`config.mk`:
```
export PLATFORM = sky130hd
export DESIGN_NAME = calc_arbiter
export DESIGN_NICKNAME = d
export VERILOG_FILES = /design/src/rtl/calc_arbiter.sv
export SDC_FILE = /design/constraint.sdc
export NUM_CORES = 1
export LEC_CHECK = 0
export ABC_AREA = 1
export BUFFER_PORTS_ARGS = -buffer_cell sky130_fd_sc_hd__buf_2
export CORE_UTILIZATION = 49
export CTS_CLUSTER_SIZE = 8
export DETAILED_ROUTE_END_ITERATION = 16
export HOLD_SLACK_MARGIN = 0.12
export PLACE_DENSITY = 0.87
export SYNTH_ARGS = -nofsm -noshare
export SYNTH_HDL_FRONTEND = slang
export SYNTH_SLANG_ARGS = --single-unit
export TNS_END_PERCENT = 30
```
`constraint.sdc`:
```
create_clock -name clk -period 3.35 [get_ports clk]
set_input_delay 0.67 -clock clk [delete_from_list [all_inputs] [get_ports clk]]
set_output_delay 0.67 -clock clk [all_outputs]
set_load 0.02 [all_outputs]
```
`src/rtl/calc_arbiter.sv`:
```
// calc_arbiter: two-requester round-robin front end for a shared arithmetic
// unit. One operation is in flight at a time: IDLE accepts, EXEC samples the
// arithmetic unit, RESP holds the result until the consumer takes it.
module calc_arbiter #(
  parameter int DATA_W = 16
) (
  input  logic                  clk,
  input  logic                  rst_n,
  input  logic                  req0_valid,
  output logic                  req0_ready,
  input  logic [2:0]            req0_op,
  input  logic [DATA_W-1:0]     req0_a,
  input  logic [DATA_W-1:0]     req0_b,
  input  logic                  req1_valid,
  output logic                  req1_ready,
  input  logic [2:0]            req1_op,
  input  logic [DATA_W-1:0]     req1_a,
  input  logic [DATA_W-1:0]     req1_b,
  output logic [2:0]            au_op_sel,
  output logic [DATA_W-1:0]     au_a,
  output logic [DATA_W-1:0]     au_b,
  input  logic [2*DATA_W-1:0]   au_result,
  input  logic                  au_valid,
  output logic                  rsp_valid,
  input  logic                  rsp_ready,
  output logic                  rsp_id,
  output logic [2*DATA_W-1:0]   rsp_result,
  output logic                  rsp_err,
  output logic                  busy,
  output logic [7:0]            err_count
);

  typedef enum logic [1:0] {
    IDLE = 2'd0,
    EXEC = 2'd1,
    RESP = 2'd2
  } state_t;

  state_t              state;
  logic                rr_ptr;     // requester that wins when both are valid
  logic [2:0]          lat_op;
  logic [DATA_W-1:0]   lat_a;
  logic [DATA_W-1:0]   lat_b;
  logic                lat_id;
  logic                grant_any;
  logic                grant_id;

  // Arbitration: a lone requester wins; on a tie the pointer decides.
  always_comb begin
    grant_any = 1'b0;
    grant_id  = 1'b0;
    if (rst_n && (state == IDLE) && (req0_valid || req1_valid)) begin
      grant_any = 1'b1;
      if (req0_valid && req1_valid)
        grant_id = rr_ptr;
      else
        grant_id = req1_valid;
    end
    req0_ready = grant_any && !grant_id;
    req1_ready = grant_any &&  grant_id;
  end

  // The arithmetic unit always sees the latched operation.
  assign au_op_sel = lat_op;
  assign au_a      = lat_a;
  assign au_b      = lat_b;

  // Control FSM with registered response, busy and error counter.
  always_ff @(posedge clk or negedge rst_n) begin
    if (!rst_n) begin
      state      <= IDLE;
      rr_ptr     <= 1'b0;
      lat_op     <= '0;
      lat_a      <= '0;
      lat_b      <= '0;
      lat_id     <= 1'b0;
      rsp_valid  <= 1'b0;
      rsp_id     <= 1'b0;
      rsp_result <= '0;
      rsp_err    <= 1'b0;
      busy       <= 1'b0;
      err_count  <= '0;
    end else begin
      case (state)
        IDLE: begin
          if (grant_any) begin
            lat_op <= grant_id ? req1_op : req0_op;
            lat_a  <= grant_id ? req1_a  : req0_a;
            lat_b  <= grant_id ? req1_b  : req0_b;
            lat_id <= grant_id;
            rr_ptr <= ~grant_id;
            busy   <= 1'b1;
            state  <= EXEC;
          end
        end
        EXEC: begin
          rsp_result <= au_result;
          rsp_err    <= ~au_valid;
          rsp_id     <= lat_id;
          rsp_valid  <= 1'b1;
          state      <= RESP;
        end
        RESP: begin
          if (rsp_ready) begin
            rsp_valid <= 1'b0;
            busy      <= 1'b0;
            if (rsp_err && (err_count != 8'hFF))
              err_count <= err_count + 8'd1;
            state     <= IDLE;
          end
        end
        default: begin
          rsp_valid <= 1'b0;
          busy      <= 1'b0;
          state     <= IDLE;
        end
      endcase
    end
  end

endmodule
```
==> impl_metrics.env <==
export IMPL_status="complete, no violations"
export IMPL_ant_nets=0
export IMPL_clk_pin_slew_ps=80
export IMPL_fillers=598
export IMPL_synth_cell_type_count=22
export IMPL_cpPeakStageDelay_ps=420
export IMPL_grt_max_degree=65
export IMPL_hp_class="in -> async"
export IMPL_pin_count=189
export IMPL_tightest_slew_ps=972.7
export IMPL_grt_usage=0.2341
export IMPL_ctsHoldBuffers=0
export IMPL_critical_path_most_common_cell="nand2_1"
export IMPL_synth_area_um2=3760
export IMPL_routed_wl_um=9130
export IMPL_finalHoldViolCount=0
export IMPL_peakVddDrop_mv=0.5446
export IMPL_post_dp_hpwl_um=6791
export IMPL_cts_made_buffers=9
export IMPL_clock_sinks=83
export IMPL_fin_crit_ps=2271
export IMPL_worst_setup_path_end_kind="primary output"
export IMPL_maxSlewHeadroom=0.3492
export IMPL_synthMuxAreaShare=0.1138
export IMPL_syn_nets=480
export IMPL_firstDrtPassIters=5
export IMPL_areaGrowthSynthToFinish_pct=29.92
export IMPL_finalCritPeriodShare=0.6779
export IMPL_die_area_um2=8027
export IMPL_gp_congestion=0.8477
export IMPL_numPortBuffers=188
export IMPL_core_area_um2=7331
export IMPL_wl_per_cell_um=13.88
export IMPL_setup_viol=0
export IMPL_skew_ps=11.33
export IMPL_tns_ps=0
export IMPL_cp_start_kind="register"
export IMPL_final_max_slew_viol_count=0
export IMPL_clock_fmax_mhz=440.4
export IMPL_overflow=0
export IMPL_avgViaCountPerCell=5.144
export IMPL_cts_htree_levels=3
export IMPL_crit_type="reg -> out"
export IMPL_num_rows=31
export IMPL_nNetsFinal=663
export IMPL_placedCellCount=642
export IMPL_synth_top_family_by_area="simple AND/OR/NAND/NOR gates"
export IMPL_drt_iter0_drc=145
export IMPL_hold_slack_ps=389.2
export IMPL_critPathRequiredTime_ps=2680
export IMPL_synth_avg_cell_area_um2=10.13
export IMPL_cp_arrival_ps=1600
export IMPL_synth_seq_cells=83
export IMPL_root_buffer="clkbuf_8"
export IMPL_synth_simple_area_share=0.2519
export IMPL_synth_yosys_seq_area_share=0.5524
export IMPL_crit_family="simple AND/OR/NAND/NOR gates"
export IMPL_path_buf_inv=2
export IMPL_synth_compound_area_frac=0.007321
export IMPL_slowest_stage="dfrtp_1"
export IMPL_antenna_cells=0
export IMPL_vias=3385
export IMPL_chipWidth_um=89.60
export IMPL_first_global_vias=3129
export IMPL_p_leak_nw=2.619
export IMPL_ys_warn_count=0
export IMPL_drive_gt1_frac=0.4454
export IMPL_clock_latency_ps=340
export IMPL_crit_chain="nor2_2 > nand2_1 > nor2_4 > nand2_1 > inv_1 > buf_2"
export IMPL_die_h_um=89.60
export IMPL_grt_pass1_wl_um=14170
export IMPL_drcViolationCount=0
export IMPL_post_cts_buffers=0
export IMPL_antenna_found_initial=0
export IMPL_synth_xor_area_frac=0.004659
export IMPL_synth_fa_ha_area_frac=0.003328
export IMPL_cts_tree="built"
export IMPL_rsz0062_at_grt="no"
export IMPL_powerDensity_nw_per_um2=881.3
export IMPL_cts_resized=0
export IMPL_placed_cell_area_um2=4681
export IMPL_instances_no_fill=658
export IMPL_syn_inst=371
export IMPL_cap_viol_max_count=0
export IMPL_final_area_um2=4885
export IMPL_cts_buffer_depth=2
export IMPL_cp_max_fo=12
export IMPL_start_util=0.5129
## registers in the layout, summed over array words and instances (netlist names)
register	count
rsp_valid	1
err_count	8
au_b	16
rsp_err	1
au_a	16
busy	1
rsp_result	32
au_op_sel	3
state	2
rr_ptr	1
rsp_id	1
lat_id	1
## worst paths after layout
check	end	startpoint	cells after the start	slack (ps)
min in group clk	rsp_valid	rsp_valid	2	490
min reg2reg	rsp_valid	rsp_valid	2	490
max	req0_ready	state[0]	6	1080
max in group asynchronous	au_a[12]	rst_n	3	2010
min	rsp_result[28]	rst_n	2	390
max reg2reg	au_b[10]	state[0]	6	1560
## report_power, final
group	switching [mW]	internal, mW
sequential	0.267	1.45
combinational	1.13	0.744
clock	0.348	0.368
## logic make-up after synthesis
kind of cell             after synthesis
AND/OR/NAND/NOR                      210
flip-flops                            83
buffers and inverters                 37
multiplexers                          33
AO/OA/AOI/OAI                          5
XOR/XNOR                               2
adder cells (fa/ha/maj)                1
## layout by cell type (no fill, tap or decap), types with 4 or more instances in the layout
cell / instances
buf_2: 187
nand3_1: 113
nand2_1: 83
dfrtp_1: 83
mux2_2: 18
mux2_4: 15
inv_1: 12
clkbuf_8: 10
nor2_1: 8
buf_4: 7
o21ai_0: 4
## metrics by stage
step | worst slack [ps] | utilization | total power [mW]
final | 1079 | 0.6663 | 4.305
after global routing | 904.5 | 0.6663 | 4.592
after detailed placement | 1089 | 0.6385 | 3.612
after CTS | 1049 | 0.6663 | 4.338
after floorplan | 1283 | - | 2.966
after global placement | 1115 | 0.6385 | 3.551
## Yosys cell counts (all sizes together)
master,instances,area share
inv,14,0.014
nand2,85,0.086
o21a,1,0.0020
xnor2,2,0.0047
o21ai,4,0.0053
mux2,33,0.11
clkinv,1,0.0010
buf,21,0.051
dfrtp,83,0.55
clkbuf,1,0.0010
nand3,113,0.15
nor2,11,0.014
ha,1,0.0033
nand4,1,0.0017
## cell type report
| type | count | area (um2) | area share |
|---|---|---|---|
| clock buffer | 11 | 141.4 | 0.02894 |
| inverter | 15 | 56.30 | 0.01153 |
| clock inverter | 5 | 62.56 | 0.01281 |
| timing repair buffer | 194 | 988.4 | 0.2024 |
| tap | 99 | 123.9 | 0.02536 |
| sequential | 83 | 2077 | 0.4252 |
| multi-input combinational | 251 | 1435 | 0.2938 |
## worst register-to-register path, stage by stage (launching register included)
cell and delay [ps]:
dfrtp_1 420, nor2_2 130, nand2_1 100, nor2_4 240
buf_4 530, nand3_1 160, nand3_1 150
## layer usage
metal | track usage | vias to the layer above | routed length [um]
met5 | 0 | - | 0
met3 | 0.05027 | 26 | 696
met2 | 0.3774 | 172 | 4424
met1 | 0.2999 | 1578 | 3760
li1 | - | 1609 | -
met4 | 0.1169 | 0 | 249
(Power assumes the default switching activity.)
